### src/rtl/operand_sel_stage_pkg.sv
// Shared constants and helpers for the operand select stage.
package sel_stage_pkg;

    localparam int DEFAULT_WIDTH = 32;
    localparam int DEFAULT_NSRC  = 4;
    localparam int ERR_CNT_W     = 8;

    localparam logic [ERR_CNT_W-1:0] ERR_CNT_MAX = 8'd255;

    // Saturating increment used for the out-of-range error counter.
    function automatic logic [ERR_CNT_W-1:0] sat_inc(input logic [ERR_CNT_W-1:0] count);
        return (count == ERR_CNT_MAX) ? count : count + 8'd1;
    endfunction

endpackage

### src/rtl/operand_sel_stage_if.sv
// Handshake bundle between the upstream producer, the select stage and the downstream consumer.
interface operand_sel_stage_if
    import sel_stage_pkg::*;
#(
    parameter int WIDTH = DEFAULT_WIDTH,
    parameter int NSRC  = DEFAULT_NSRC,
    parameter int SELW  = $clog2(NSRC)
);

    logic [NSRC*WIDTH-1:0] src;
    logic [SELW-1:0]       sel;
    logic                  in_valid;
    logic                  in_ready;
    logic                  flush;
    logic                  out_valid;
    logic                  out_ready;
    logic [WIDTH-1:0]      out_data;
    logic [SELW-1:0]       out_sel;
    logic                  sel_err;
    logic [ERR_CNT_W-1:0]  err_count;

    modport master (
        output src, sel, in_valid, flush, out_ready,
        input  in_ready, out_valid, out_data, out_sel, sel_err, err_count
    );

    modport slave (
        input  src, sel, in_valid, flush, out_ready,
        output in_ready, out_valid, out_data, out_sel, sel_err, err_count
    );

endinterface

### src/rtl/operand_sel_stage_sel_mux_n.sv
// Combinational N-way source selector; flags indices with no matching source.
module sel_mux_n
    import sel_stage_pkg::*;
#(
    parameter int WIDTH = DEFAULT_WIDTH,
    parameter int NSRC  = DEFAULT_NSRC,
    parameter int SELW  = $clog2(NSRC)
) (
    input  logic [NSRC*WIDTH-1:0] src,
    input  logic [SELW-1:0]       sel,
    output logic [WIDTH-1:0]      data,
    output logic                  out_of_range
);

    // Scan every source; an index that matches none yields zero data and the range flag.
    always_comb begin
        data         = '0;
        out_of_range = 1'b1;
        for (int k = 0; k < NSRC; k++) begin
            if (sel == SELW'(k)) begin
                data         = src[k*WIDTH +: WIDTH];
                out_of_range = 1'b0;
            end
        end
    end

endmodule

### src/rtl/operand_sel_stage.sv
// Operand select stage: picks one source per accepted sel and buffers it in a
// main/skid pair so in_ready can be a plain register while still streaming at
// one transfer per cycle.
module operand_sel_stage
    import sel_stage_pkg::*;
#(
    parameter int WIDTH = DEFAULT_WIDTH,
    parameter int NSRC  = DEFAULT_NSRC,
    parameter int SELW  = $clog2(NSRC)
) (
    input logic                clk,
    input logic                rst,
    operand_sel_stage_if.slave stage
);

    logic                 main_valid, main_valid_n;
    logic [WIDTH-1:0]     main_data, main_data_n;
    logic [SELW-1:0]      main_sel, main_sel_n;
    logic                 skid_valid, skid_valid_n;
    logic [WIDTH-1:0]     skid_data, skid_data_n;
    logic [SELW-1:0]      skid_sel, skid_sel_n;
    logic                 ready_q;
    logic                 sel_err_q, sel_err_n;
    logic [ERR_CNT_W-1:0] err_count_q, err_count_n;

    logic [WIDTH-1:0]     mux_data;
    logic                 mux_oor;
    logic                 in_xfer;
    logic                 out_xfer;

    sel_mux_n #(
        .WIDTH (WIDTH),
        .NSRC  (NSRC),
        .SELW  (SELW)
    ) u_mux (
        .src          (stage.src),
        .sel          (stage.sel),
        .data         (mux_data),
        .out_of_range (mux_oor)
    );

    assign in_xfer  = stage.in_valid && ready_q;
    assign out_xfer = main_valid && stage.out_ready;

    // Next-state of the two entries: skid drains first, flush wins over everything.
    always_comb begin
        main_valid_n = main_valid;
        main_data_n  = main_data;
        main_sel_n   = main_sel;
        skid_valid_n = skid_valid;
        skid_data_n  = skid_data;
        skid_sel_n   = skid_sel;
        if (stage.flush) begin
            main_valid_n = 1'b0;
            skid_valid_n = 1'b0;
        end else if (!main_valid || out_xfer) begin
            if (skid_valid) begin
                main_valid_n = 1'b1;
                main_data_n  = skid_data;
                main_sel_n   = skid_sel;
                skid_valid_n = 1'b0;
            end else if (in_xfer) begin
                main_valid_n = 1'b1;
                main_data_n  = mux_data;
                main_sel_n   = stage.sel;
            end else begin
                main_valid_n = 1'b0;
            end
        end else if (in_xfer) begin
            skid_valid_n = 1'b1;
            skid_data_n  = mux_data;
            skid_sel_n   = stage.sel;
        end
    end

    // Error bookkeeping counts every accepted out-of-range sel, including during a flush.
    always_comb begin
        sel_err_n   = sel_err_q;
        err_count_n = err_count_q;
        if (in_xfer && mux_oor) begin
            sel_err_n   = 1'b1;
            err_count_n = sat_inc(err_count_q);
        end
    end

    // State registers; in_ready is registered from the next skid occupancy.
    always_ff @(posedge clk or posedge rst) begin
        if (rst) begin
            main_valid  <= 1'b0;
            main_data   <= '0;
            main_sel    <= '0;
            skid_valid  <= 1'b0;
            skid_data   <= '0;
            skid_sel    <= '0;
            ready_q     <= 1'b1;
            sel_err_q   <= 1'b0;
            err_count_q <= '0;
        end else begin
            main_valid  <= main_valid_n;
            main_data   <= main_data_n;
            main_sel    <= main_sel_n;
            skid_valid  <= skid_valid_n;
            skid_data   <= skid_data_n;
            skid_sel    <= skid_sel_n;
            ready_q     <= !skid_valid_n;
            sel_err_q   <= sel_err_n;
            err_count_q <= err_count_n;
        end
    end

    assign stage.in_ready  = ready_q;
    assign stage.out_valid = main_valid;
    assign stage.out_data  = main_data;
    assign stage.out_sel   = main_sel;
    assign stage.sel_err   = sel_err_q;
    assign stage.err_count = err_count_q;

endmodule
### src/flat_wrapper.sv
// flat-port wrapper written by rule: the top's interface ports become plain ports
module operand_sel_stage_flat import sel_stage_pkg::*;
#(
    parameter int WIDTH = DEFAULT_WIDTH,
    parameter int NSRC  = DEFAULT_NSRC,
    parameter int SELW  = $clog2(NSRC)
)
  (clk, rst, stage_src, stage_sel, stage_in_valid, stage_flush, stage_out_ready, stage_in_ready, stage_out_valid, stage_out_data, stage_out_sel, stage_sel_err, stage_err_count);
  operand_sel_stage_if #(.WIDTH(WIDTH), .NSRC(NSRC), .SELW(SELW)) stage_i ();
  input logic clk;
  input logic rst;
  input wire logic [$bits(stage_i.src)-1:0] stage_src;
  input wire logic [$bits(stage_i.sel)-1:0] stage_sel;
  input wire logic [$bits(stage_i.in_valid)-1:0] stage_in_valid;
  input wire logic [$bits(stage_i.flush)-1:0] stage_flush;
  input wire logic [$bits(stage_i.out_ready)-1:0] stage_out_ready;
  output wire logic [$bits(stage_i.in_ready)-1:0] stage_in_ready;
  output wire logic [$bits(stage_i.out_valid)-1:0] stage_out_valid;
  output wire logic [$bits(stage_i.out_data)-1:0] stage_out_data;
  output wire logic [$bits(stage_i.out_sel)-1:0] stage_out_sel;
  output wire logic [$bits(stage_i.sel_err)-1:0] stage_sel_err;
  output wire logic [$bits(stage_i.err_count)-1:0] stage_err_count;
  assign stage_i.src = stage_src;
  assign stage_i.sel = stage_sel;
  assign stage_i.in_valid = stage_in_valid;
  assign stage_i.flush = stage_flush;
  assign stage_i.out_ready = stage_out_ready;
  assign stage_in_ready = stage_i.in_ready;
  assign stage_out_valid = stage_i.out_valid;
  assign stage_out_data = stage_i.out_data;
  assign stage_out_sel = stage_i.out_sel;
  assign stage_sel_err = stage_i.sel_err;
  assign stage_err_count = stage_i.err_count;
  operand_sel_stage #(.WIDTH(WIDTH), .NSRC(NSRC), .SELW(SELW)) u_core (.clk(clk), .rst(rst), .stage(stage_i));
endmodule
### config.mk
export PLATFORM = sky130hd
export DESIGN_NAME = operand_sel_stage_flat
export DESIGN_NICKNAME = d
export VERILOG_FILES = /design/src/rtl/operand_sel_stage_pkg.sv /design/src/rtl/operand_sel_stage_if.sv /design/src/rtl/operand_sel_stage_sel_mux_n.sv /design/src/rtl/operand_sel_stage.sv /design/src/flat_wrapper.sv
export SDC_FILE = /design/constraint.sdc
export NUM_CORES = 1
export LEC_CHECK = 0
export ABC_AREA = 1
export CAP_MARGIN = 20
export CORE_UTILIZATION = 39
export DETAILED_ROUTE_END_ITERATION = 6
export PLACE_DENSITY = 0.77
export SKIP_CTS_REPAIR_TIMING = 1
export SLEW_MARGIN = 10
export SYNTH_ARGS = -nofsm -noshare
export SYNTH_HDL_FRONTEND = slang
export SYNTH_SLANG_ARGS = --single-unit
### constraint.sdc
create_clock -name clk -period 2.7 [get_ports clk]
set_clock_uncertainty 0.05 [all_clocks]
set_input_delay 0.81 -clock clk [delete_from_list [all_inputs] [get_ports clk]]
set_output_delay 0.81 -clock clk [all_outputs]
set_load 0.01 [all_outputs]
==> metrics.md <==
| Metric | Value |
|---|---|
| Final worst-path cycle share | 86.1% |
| HPWL Detailed | 8870 µm |
| Post-Syn Area per Cell | 7.19 µm² |
| Iteration-0 DRC Markers | 283 |
| Routed Antenna Nets | 0 |
| Core Rows | 38 |
| Clock latency on the worst-skew pair | 0.36 ns |
| Worst path cell trace | clkdlybuf4s50_1 |
| Clk sinks | 80 |
| Die area | 11700 µm² |
| Combinational fraction of design power | 26.7% |
| Port buffer count | 179 |
| Pwr dens | 565 nW/µm² |
| Synth Flop Type | dfrtp_1 |
| Vias in the first global route | 4301 |
| Clock share of power | 30.0% |
| Slew HR | 58.1% |
| Synthesized netlist cell count | 610 |
| Fin. Hold Viols | 0 |
| Post-synthesis sequential area ratio | 45.7% |
| Die Wd | 108 µm |
| Crit path buf inv count | 1 |
| Largest net degree at the start of global routing | 81 |
| # H-tree levels | 3 |
| Detailed Routing Iterations Pass 1 | 5 |
| Net Count, Synth | 745 |
| CP max stage cell | dfstp_2 |
| Sw Ratio | 28.6% |
| Ports | 180 |
| Status | finished clean |
| CP max stage delay | 0.56 ns |
| Wirelength, routed | 13000 µm |
| Tot GR Track Use | 22.6% |
| DR vias | 4516 |
| CP startpoint kind | register |
| Netlist Area Pre-Place | 4380 µm² |
| Area Overhead vs Synth | 45.5% |
| Layout Cells excl Fill | 901 |
| Global route overflow | 0 |
| Max-capacitance violation count | 0 |
| WS Path Type | reg2out |
| Total placed cells including tap cells | 885 |
| WL/cell | 14.4 µm |
| EDFF count, synth | 0 |
| Die Y | 108 µm |
| First-pass GRT wire length | 20500 µm |
| Seq cells post-synth | 80 |
| Num CTS Buffers | 9 |
| Starting density of the core | 40.3% |
| Most common cell in the netlist | nand2_1 |
| NetSw | 1.03 mW |
| Top cell type by total area after synthesis | dfrtp_1 |
| Worst path arrival time | 1.47 ns |
| Antenna violations before repair | 0 |
| Largest fanout on the critical path | 3 |
| Internal power | 2.57 mW |
| Family with the most delay on the worst path | flip-flops |
| Static Leakage | 3.08 nW |
| Antenna cells | 0 |
| Post-synthesis cell type count | 21 |
| Final Max Slew Viols | 0 |
| PnR worst setup slack | 0.374 ns |
| Clk root buf | clkbuf_8 |
| Worst Max-Slew Pin Slew | 0.628 ns |
| Yosys top cell area share | 45.1% |
| TritonCTS clock tree | done |
| Maximum vdd drop | 0.000301 V |
| Nets | 891 |
| Post-route minimum period | 2.33 ns |
| # setup viols final | 0 |
| Seq pwr share | 43.4% |
| CP required | 1.84 ns |
| Max clock buf depth | 2 |
| CP Capture Type | output port |
| Fraction of registers with async set/reset | 100% |
| Fmax achieved | 430 MHz |
| Synth cell count leaders | 237 x nand2_1, 79 x dfrtp_1, 66 x nor2_1, 65 x nand3_1, 41 x o21ai_0 |
| Share of cells above drive strength 1 | 5.26% |
| # DRC | 0 |
| Dominant cells by area after synthesis | dfrtp_1 45%, nand2_1 20%, nand3_1 7.4% |
| Clock slew at reported path FFs | 0.09 ns |
| Final Power | 3.60 mW |
| Total Neg Setup Slack | 0 ns |
| Worst slack, placed | 0.378 ns |
| RSZ-0062 raised after global routing | no |
| GP Congestion | 0.787 |
| Vias/cell | 5.01 |
| Core box area | 10900 µm² |
| Fill cells | 991 |
| Synth warn | 0 |
| Hold Crit Class | reg2reg |
cell families after synthesis:
| family | after synthesis | synth area share (%) |
|---|---|---|
| DFF | 80 | 45.7 |
| buffers and inverters | 58 | 7.56 |
| and+or+nand+nor | 402 | 38.7 |
| AOI/OAI and AO/OA | 70 | 8.08 |
metal layers:
metal  GRT usage [%]  routed length, µm
met1            27.9               5630
met2            38.9               6280
met3            5.06                928
met4            7.63                176
met5               0                  0
layout make-up:
type	count	area, µm²	area share [%]
timing repair buffer	185	1860	29.2
clock inverter	6	116	1.82
clock buffer	10	128	2.00
inverter	8	36.3	0.569
sequential	80	2000	31.4
tap	140	175	2.75
multi-input combinational	472	2060	32.2
flip-flops by register name, indices dropped and copies added, names as in the netlist:
signal / cells
u_core.skid_valid: 1
u_core.stage.out_sel: 2
u_core.skid_data: 32
u_core.stage.in_ready: 1
u_core.stage.sel_err: 1
u_core.stage.err_count: 8
u_core.stage.out_valid: 1
u_core.skid_sel: 2
u_core.stage.out_data: 32
layout by cell type, fill, tap and decap left out, drive strengths merged:
master         count
clkinvlp           1
o21ai             69
inv                8
buf                8
nor2              67
bufinv             3
clkinv             2
clkdlybuf4s50    177
nand3             65
clkbuf            10
a21oi              1
or2               32
dfstp              1
nand2            238
dfrtp             79
final timing paths:
kind | to | slack (ns) | start | cells past startpoint
worst max-delay path | stage_in_ready | 0.37 | u_core.stage.in_ready | 1
worst min-delay path | u_core.stage.err_count[4] | 0.33 | u_core.stage.err_count[4] | 0
worst max register to register | u_core.stage.out_data[23] | 1.00 | u_core.skid_valid | 7
worst min register to register | u_core.stage.err_count[4] | 0.33 | u_core.stage.err_count[4] | 0
max in group asynchronous | u_core.stage.in_ready | 1.38 | rst | 3
min in group asynchronous | u_core.stage.err_count[3] | 0.86 | rst | 3
power groups by stage:
| stage | sequential (mW) | clock (mW) | combinational [mW] |
|---|---|---|---|
| after floorplan | 1.61 | 0 | 0.414 |
| after global placement | 1.57 | 0 | 0.943 |
| after detailed placement | 1.58 | 0 | 0.969 |
| after CTS | 1.56 | 1.10 | 0.973 |
| after global routing | 1.59 | 1.16 | 1.06 |
| final | 1.56 | 1.08 | 0.962 |
through the flow:
| stage | hold WS [ns] | util, % | area, µm² |
|---|---|---|---|
| after floorplan | 0.404 | - | 4390 |
| after global placement | 0.316 | 56.3 | 6130 |
| after detailed placement | 0.314 | 56.3 | 6130 |
| after CTS | 0.335 | 58.6 | 6380 |
| after global routing | 0.340 | 58.6 | 6380 |
| final | 0.330 | 58.6 | 6380 |
Power figures use the tool's default switching activity.
